$ cat src/rtl/ttl_ctr_pkg.sv
// Shared definitions for the 74AS867-style up/down counter command driver:
// op codes, FSM states, counter mode-select encodings and small decode helpers.
package ttl_ctr_pkg;

  localparam int WIDTH_DEF  = 8;
  localparam int STEP_W_DEF = 4;

  localparam logic [2:0] OP_CLR  = 3'd0;
  localparam logic [2:0] OP_LOAD = 3'd1;
  localparam logic [2:0] OP_INC  = 3'd2;
  localparam logic [2:0] OP_DEC  = 3'd3;
  localparam logic [2:0] OP_ADD  = 3'd4;
  localparam logic [2:0] OP_SUB  = 3'd5;

  localparam logic [1:0] MODE_CLR  = 2'b00;
  localparam logic [1:0] MODE_DOWN = 2'b01;
  localparam logic [1:0] MODE_LOAD = 2'b10;
  localparam logic [1:0] MODE_UP   = 2'b11;

  typedef enum logic [1:0] {
    ST_INIT  = 2'd0,
    ST_IDLE  = 2'd1,
    ST_EXEC  = 2'd2,
    ST_CHECK = 2'd3
  } state_e;

  function automatic logic op_legal(input logic [2:0] op);
    return op <= OP_SUB;
  endfunction

  function automatic logic op_counts(input logic [2:0] op);
    return (op == OP_INC) || (op == OP_DEC) || (op == OP_ADD) || (op == OP_SUB);
  endfunction

  // Hold (MODE_UP with enables high) is the safe choice for anything unlisted.
  function automatic logic [1:0] op_mode(input logic [2:0] op);
    case (op)
      OP_CLR:         return MODE_CLR;
      OP_LOAD:        return MODE_LOAD;
      OP_DEC, OP_SUB: return MODE_DOWN;
      default:        return MODE_UP;
    endcase
  endfunction

endpackage

$ cat src/rtl/updown_counter_driver.sv
// Drives an external 8-bit up/down counter one clock per step from valid/ready requests,
// keeping a shadow count, accumulating RCO wraps and checking Q readback at completion.
module updown_counter_driver
  import ttl_ctr_pkg::*;
#(
  parameter int WIDTH  = WIDTH_DEF,
  parameter int STEP_W = STEP_W_DEF
) (
  input  logic             clk,
  input  logic             rst,
  input  logic             req_valid,
  output logic             req_ready,
  input  logic [2:0]       req_op,
  input  logic [WIDTH-1:0] req_data,
  output logic             done,
  output logic             err,
  output logic             wrap,
  output logic [WIDTH-1:0] count,
  output logic             ctr_s1,
  output logic             ctr_s0,
  output logic             ctr_enp_n,
  output logic             ctr_ent_n,
  output logic [WIDTH-1:0] ctr_d,
  input  logic             ctr_rco_n,
  input  logic [WIDTH-1:0] ctr_q
);

  state_e              state_q;
  logic [2:0]          op_q;
  logic [WIDTH-1:0]    data_q;
  logic [STEP_W-1:0]   steps_q;
  logic                illegal_q;
  logic                wrap_acc_q;
  logic [WIDTH-1:0]    count_q;
  logic                done_q;
  logic                wrap_q;
  logic                ready_q;
  logic [1:0]          mode_q;
  logic                en_n_q;
  logic [WIDTH-1:0]    pin_d_q;

  logic [WIDTH-1:0]    count_d;
  logic [STEP_W-1:0]   req_steps_d;
  logic                wrap_acc_d;

  always_comb begin
    count_d = count_q;
    case (op_q)
      OP_CLR:         count_d = '0;
      OP_LOAD:        count_d = data_q;
      OP_INC, OP_ADD: count_d = count_q + WIDTH'(1);
      OP_DEC, OP_SUB: count_d = count_q - WIDTH'(1);
      default:        count_d = count_q;
    endcase
  end

  always_comb begin
    req_steps_d = STEP_W'(1);
    if ((req_op == OP_ADD) || (req_op == OP_SUB)) begin
      req_steps_d = req_data[STEP_W-1:0];
    end
  end

  // RCO is only meaningful while the counter is actually enabled to count.
  assign wrap_acc_d = wrap_acc_q | (op_counts(op_q) & ~ctr_rco_n);

  always_ff @(posedge clk) begin
    if (rst) begin
      state_q    <= ST_INIT;
      op_q       <= OP_CLR;
      data_q     <= '0;
      steps_q    <= '0;
      illegal_q  <= 1'b0;
      wrap_acc_q <= 1'b0;
      count_q    <= '0;
      done_q     <= 1'b0;
      wrap_q     <= 1'b0;
      ready_q    <= 1'b0;
      mode_q     <= MODE_CLR;
      en_n_q     <= 1'b1;
      pin_d_q    <= '0;
    end else begin
      done_q <= 1'b0;
      wrap_q <= 1'b0;
      case (state_q)
        ST_INIT: begin
          state_q <= ST_IDLE;
          ready_q <= 1'b1;
          mode_q  <= MODE_UP;
          en_n_q  <= 1'b1;
          pin_d_q <= '0;
        end
        ST_IDLE: begin
          if (req_valid && ready_q) begin
            ready_q   <= 1'b0;
            op_q      <= req_op;
            data_q    <= req_data;
            steps_q   <= req_steps_d;
            illegal_q <= ~op_legal(req_op);
            if (!op_legal(req_op) || (req_steps_d == '0)) begin
              state_q <= ST_CHECK;
              done_q  <= 1'b1;
              wrap_q  <= wrap_acc_q;
            end else begin
              state_q <= ST_EXEC;
              mode_q  <= op_mode(req_op);
              en_n_q  <= ~op_counts(req_op);
              pin_d_q <= (req_op == OP_LOAD) ? req_data : '0;
            end
          end
        end
        ST_EXEC: begin
          count_q <= count_d;
          steps_q <= steps_q - STEP_W'(1);
          if (steps_q == STEP_W'(1)) begin
            state_q    <= ST_CHECK;
            done_q     <= 1'b1;
            wrap_q     <= wrap_acc_d;
            wrap_acc_q <= 1'b0;
            mode_q     <= MODE_UP;
            en_n_q     <= 1'b1;
            pin_d_q    <= '0;
          end else begin
            wrap_acc_q <= wrap_acc_d;
          end
        end
        ST_CHECK: begin
          state_q <= ST_IDLE;
          ready_q <= 1'b1;
        end
        default: state_q <= ST_INIT;
      endcase
    end
  end

  // Readback must see Q after the final step's edge, so the compare is taken in the CHECK cycle.
  assign err       = done_q & (illegal_q | (ctr_q != count_q));
  assign done      = done_q;
  assign wrap      = wrap_q;
  assign count     = count_q;
  assign req_ready = ready_q;
  assign ctr_s1    = mode_q[1];
  assign ctr_s0    = mode_q[0];
  assign ctr_enp_n = en_n_q;
  assign ctr_ent_n = en_n_q;
  assign ctr_d     = pin_d_q;

endmodule

$ cat config.mk
export PLATFORM = sky130hd
export DESIGN_NAME = updown_counter_driver
export DESIGN_NICKNAME = d
export VERILOG_FILES = /design/src/rtl/ttl_ctr_pkg.sv /design/src/rtl/updown_counter_driver.sv
export SDC_FILE = /design/constraint.sdc
export NUM_CORES = 1
export LEC_CHECK = 0
export BUFFER_PORTS_ARGS = -buffer_cell sky130_fd_sc_hd__buf_2
export CORE_MARGIN = 3
export CORE_UTILIZATION = 47
export DETAILED_ROUTE_END_ITERATION = 10
export HOLD_SLACK_MARGIN = 0.03
export PLACE_DENSITY = 0.8
export SKIP_LAST_GASP = 1
export SYNTH_ARGS = -nofsm -noshare
export SYNTH_HDL_FRONTEND = slang
export SYNTH_SLANG_ARGS = --single-unit
$ cat constraint.sdc
create_clock -name clk -period 8 [get_ports clk]
set_input_delay 0.8 -clock clk [delete_from_list [all_inputs] [get_ports clk]]
set_output_delay 0.8 -clock clk [all_outputs]
set_load 0.05 [all_outputs]
==> reports/metrics.csv <==
metric,value,unit
outcome,"finished, final reports clean",
syn_nets,319,
Clock Skew,7.75,ps
initial antenna violation count,0,
Crit Path Category,reg -> reg,
DP Cell Count,363,
RSZ-0062 raised after global routing,no,
Worst Hold Class,reg -> reg,
peak supply drop,0.264,mV
Synth cell types,47,
Die Span X,75.7,um
PwrDens,294,nW/um^2
max_cap viols,0,
drt initial violations,137,
DR pass1 iterations,4,
hpwl dp,3800,um
FF-to-FF setup slack,5230,ps
vias per inst,5.74,
final non-filler cell total,371,
Ports,47,
Residual DRC,0,
CP max stage cell,xor2_1,
sequential element share of the synthesized area,0.360,
Setup crit start kind,register,
first-pass GRT wire length,8630,um
share of post-route cells with drive strength above 1,0.179,
CTS buffer count,5,
Setup WS pre-CTS,5250,ps
CTS Buffer Depth,2,
setup TNS,0,ps
Setup Viol. Count Final,0,
"Worst Setup Slack, final",5230,ps
Core Rows,24,
Max stage delay on crit path,480,ps
Worst-Margin Slew,795,ps
total wire length,5150,um
Total GRT Usage,0.194,
period utilization,0.347,
"CTS clk-pin slew, worst paths",80,ps
Ant. Diodes,0,
pin count of the biggest net entering global routing,44,
post-layout minimum cycle time,2770,ps
Clock Sinks,41,
die area,5730,um^2
vias,2129,
CP required,8190,ps
crit end category,register,
GRT overflow,0,
Slew Limit Fails,0,
Final ANT Viol Nets,0,
final hold vios,0,
post-cts gate resize count,0,
Wirelength per Cell,13.9,um
fin nets,355,
top_reg_cell synth,dfxtp_1,
post-synthesis async set-or-reset flop share,0,
vias in the first global route,1902,
die height,75.7,um
max_slew headroom,0.469,
Worst Path Arrival,2960,ps
synth warn,0,
CTS hold repair buffers,0,
leakage,1.10,nW
H-tree depth,2,
"EDFF count, synth",0,
Achievable Freq,361,MHz
synthesized area,2280,um^2
crit path max fanout,8,
Root Driver,clkbuf_8,
filler cell count,435,
#FFs+latches synth,41,
Syn Area/Cell,8.09,um^2
CTS tree,built,
port bufs,46,
P&R area growth vs syn,13.3,%
core area,4500,um^2
clock latency on the worst-skew pair,290,ps
post-CTS setup buffers,0,
Post-Synthesis Cells,282,
crit-path cells,"xor2_1, and2_1, ha_1, a211oi_1, nor2_1, a41oi_1, mux2i_1, nand2_1",
Starting Density,0.506,
routability cong.,0.823,
==> per-layer routing <==
metal | global-route usage | up-vias | share of wire
met3 | 0.0396 | 8 | 0.059
met2 | 0.325 | 71 | 0.46
met1 | 0.257 | 972 | 0.47
met5 | 0 | - | 0
met4 | 0.0485 | 0 | 0.011
li1 | - | 1078 | -
==> cell type report <==
type,instances,area [um^2],area share
timing repair buffer,46,230,0.0891
tap,52,65.1,0.0252
inverter,7,26.3,0.0102
multi-input combinational,217,1360,0.525
clock inverter,3,17.5,0.00678
clock buffer,5,68.8,0.0266
sequential,41,821,0.318
==> cells in the final DEF (no fill, tap or decap), types with 3 or more instances in the layout <==
| cell type | count |
|---|---|
| a21oi_1 | 24 |
| inv_1 | 7 |
| buf_2 | 46 |
| xor2_1 | 9 |
| nor4b_1 | 3 |
| nand3_1 | 4 |
| a211oi_1 | 10 |
| ha_1 | 13 |
| a221oi_1 | 5 |
| nor2b_1 | 3 |
| xnor2_1 | 5 |
| clkbuf_8 | 5 |
| nand3b_1 | 9 |
| dfxtp_1 | 41 |
| nor2_1 | 21 |
| nand2b_1 | 3 |
| mux2i_1 | 5 |
| nor3_1 | 11 |
| nand2_1 | 45 |
| o21ai_0 | 16 |
==> critical path: cells and delay by family (launching register included) <==
kind	cells	cell delay, ps
and+or+nand+nor	3	610
AOI/OAI and AO/OA	2	590
xor gates and xnor gates	1	480
DFF	1	470
adders and majority gates	1	310
muxes	1	210
==> metrics by stage <==
step                instance area (um^2)  hold slack [ps]  power (mW)   util
finish                              2580              464       0.760  0.574
global route                        2580              487       0.821  0.574
CTS                                 2580              466       0.766  0.574
detailed placement                  2500              454       0.633  0.555
global placement                    2500              444       0.623  0.555
floorplan                           2280              432       0.570      -
==> synth_stat cells, types with 2 or more instances <==
cell type / instances / share of area
a211oi_1: 10 / 0.033
a21oi_1: 24 / 0.053
a221oi_1: 5 / 0.019
a311oi_1: 2 / 0.0077
a31oi_1: 2 / 0.0055
buf_2: 2 / 0.0044
clkbuf_1: 13 / 0.021
dfxtp_1: 41 / 0.36
ha_1: 13 / 0.071
inv_1: 7 / 0.012
mux2i_1: 5 / 0.022
nand2_1: 45 / 0.074
nand2b_1: 3 / 0.0082
nand3_1: 4 / 0.0088
nand3b_1: 9 / 0.030
nor2_1: 21 / 0.035
nor2b_1: 3 / 0.0082
nor3_1: 11 / 0.024
nor3b_1: 2 / 0.0066
nor4_1: 2 / 0.0055
nor4b_1: 3 / 0.012
o21ai_0: 16 / 0.035
o22ai_1: 2 / 0.0055
or3_1: 2 / 0.0055
xnor2_1: 5 / 0.019
xor2_1: 9 / 0.035
==> power breakdown <==
group	switching (mW)	internal, mW
clock network	0.0713	0.0602
logic	0.236	0.118
registers	0.0352	0.239
total	0.342	0.417
==> worst paths after layout <==
check,from,endpoint,cells after the start
worst min-delay path,illegal_q,illegal_q,2
worst max register to register,op_q[2],count[7],8
worst max-delay path,op_q[2],count[7],8
worst min register to register,illegal_q,illegal_q,2
==> state kept, by name, indices dropped and copies added, names as in the netlist <==
signal / cells
wrap_acc_q: 1
op_q: 3
mode_q: 2
ctr_enp_n: 1
state_q: 2
data_q: 8
count: 8
illegal_q: 1
req_ready: 1
steps_q: 4
done: 1
ctr_d: 8
wrap: 1
==> cells by family after synthesis <==
group,synth area share
fa+ha+maj,0.0801
compound gates,0.196
mux,0.0219
xor+xnor,0.0538
simple gates,0.242
buf+inv,0.0455
flops,0.360
No activity file was read; power rests on OpenSTA's default activity.
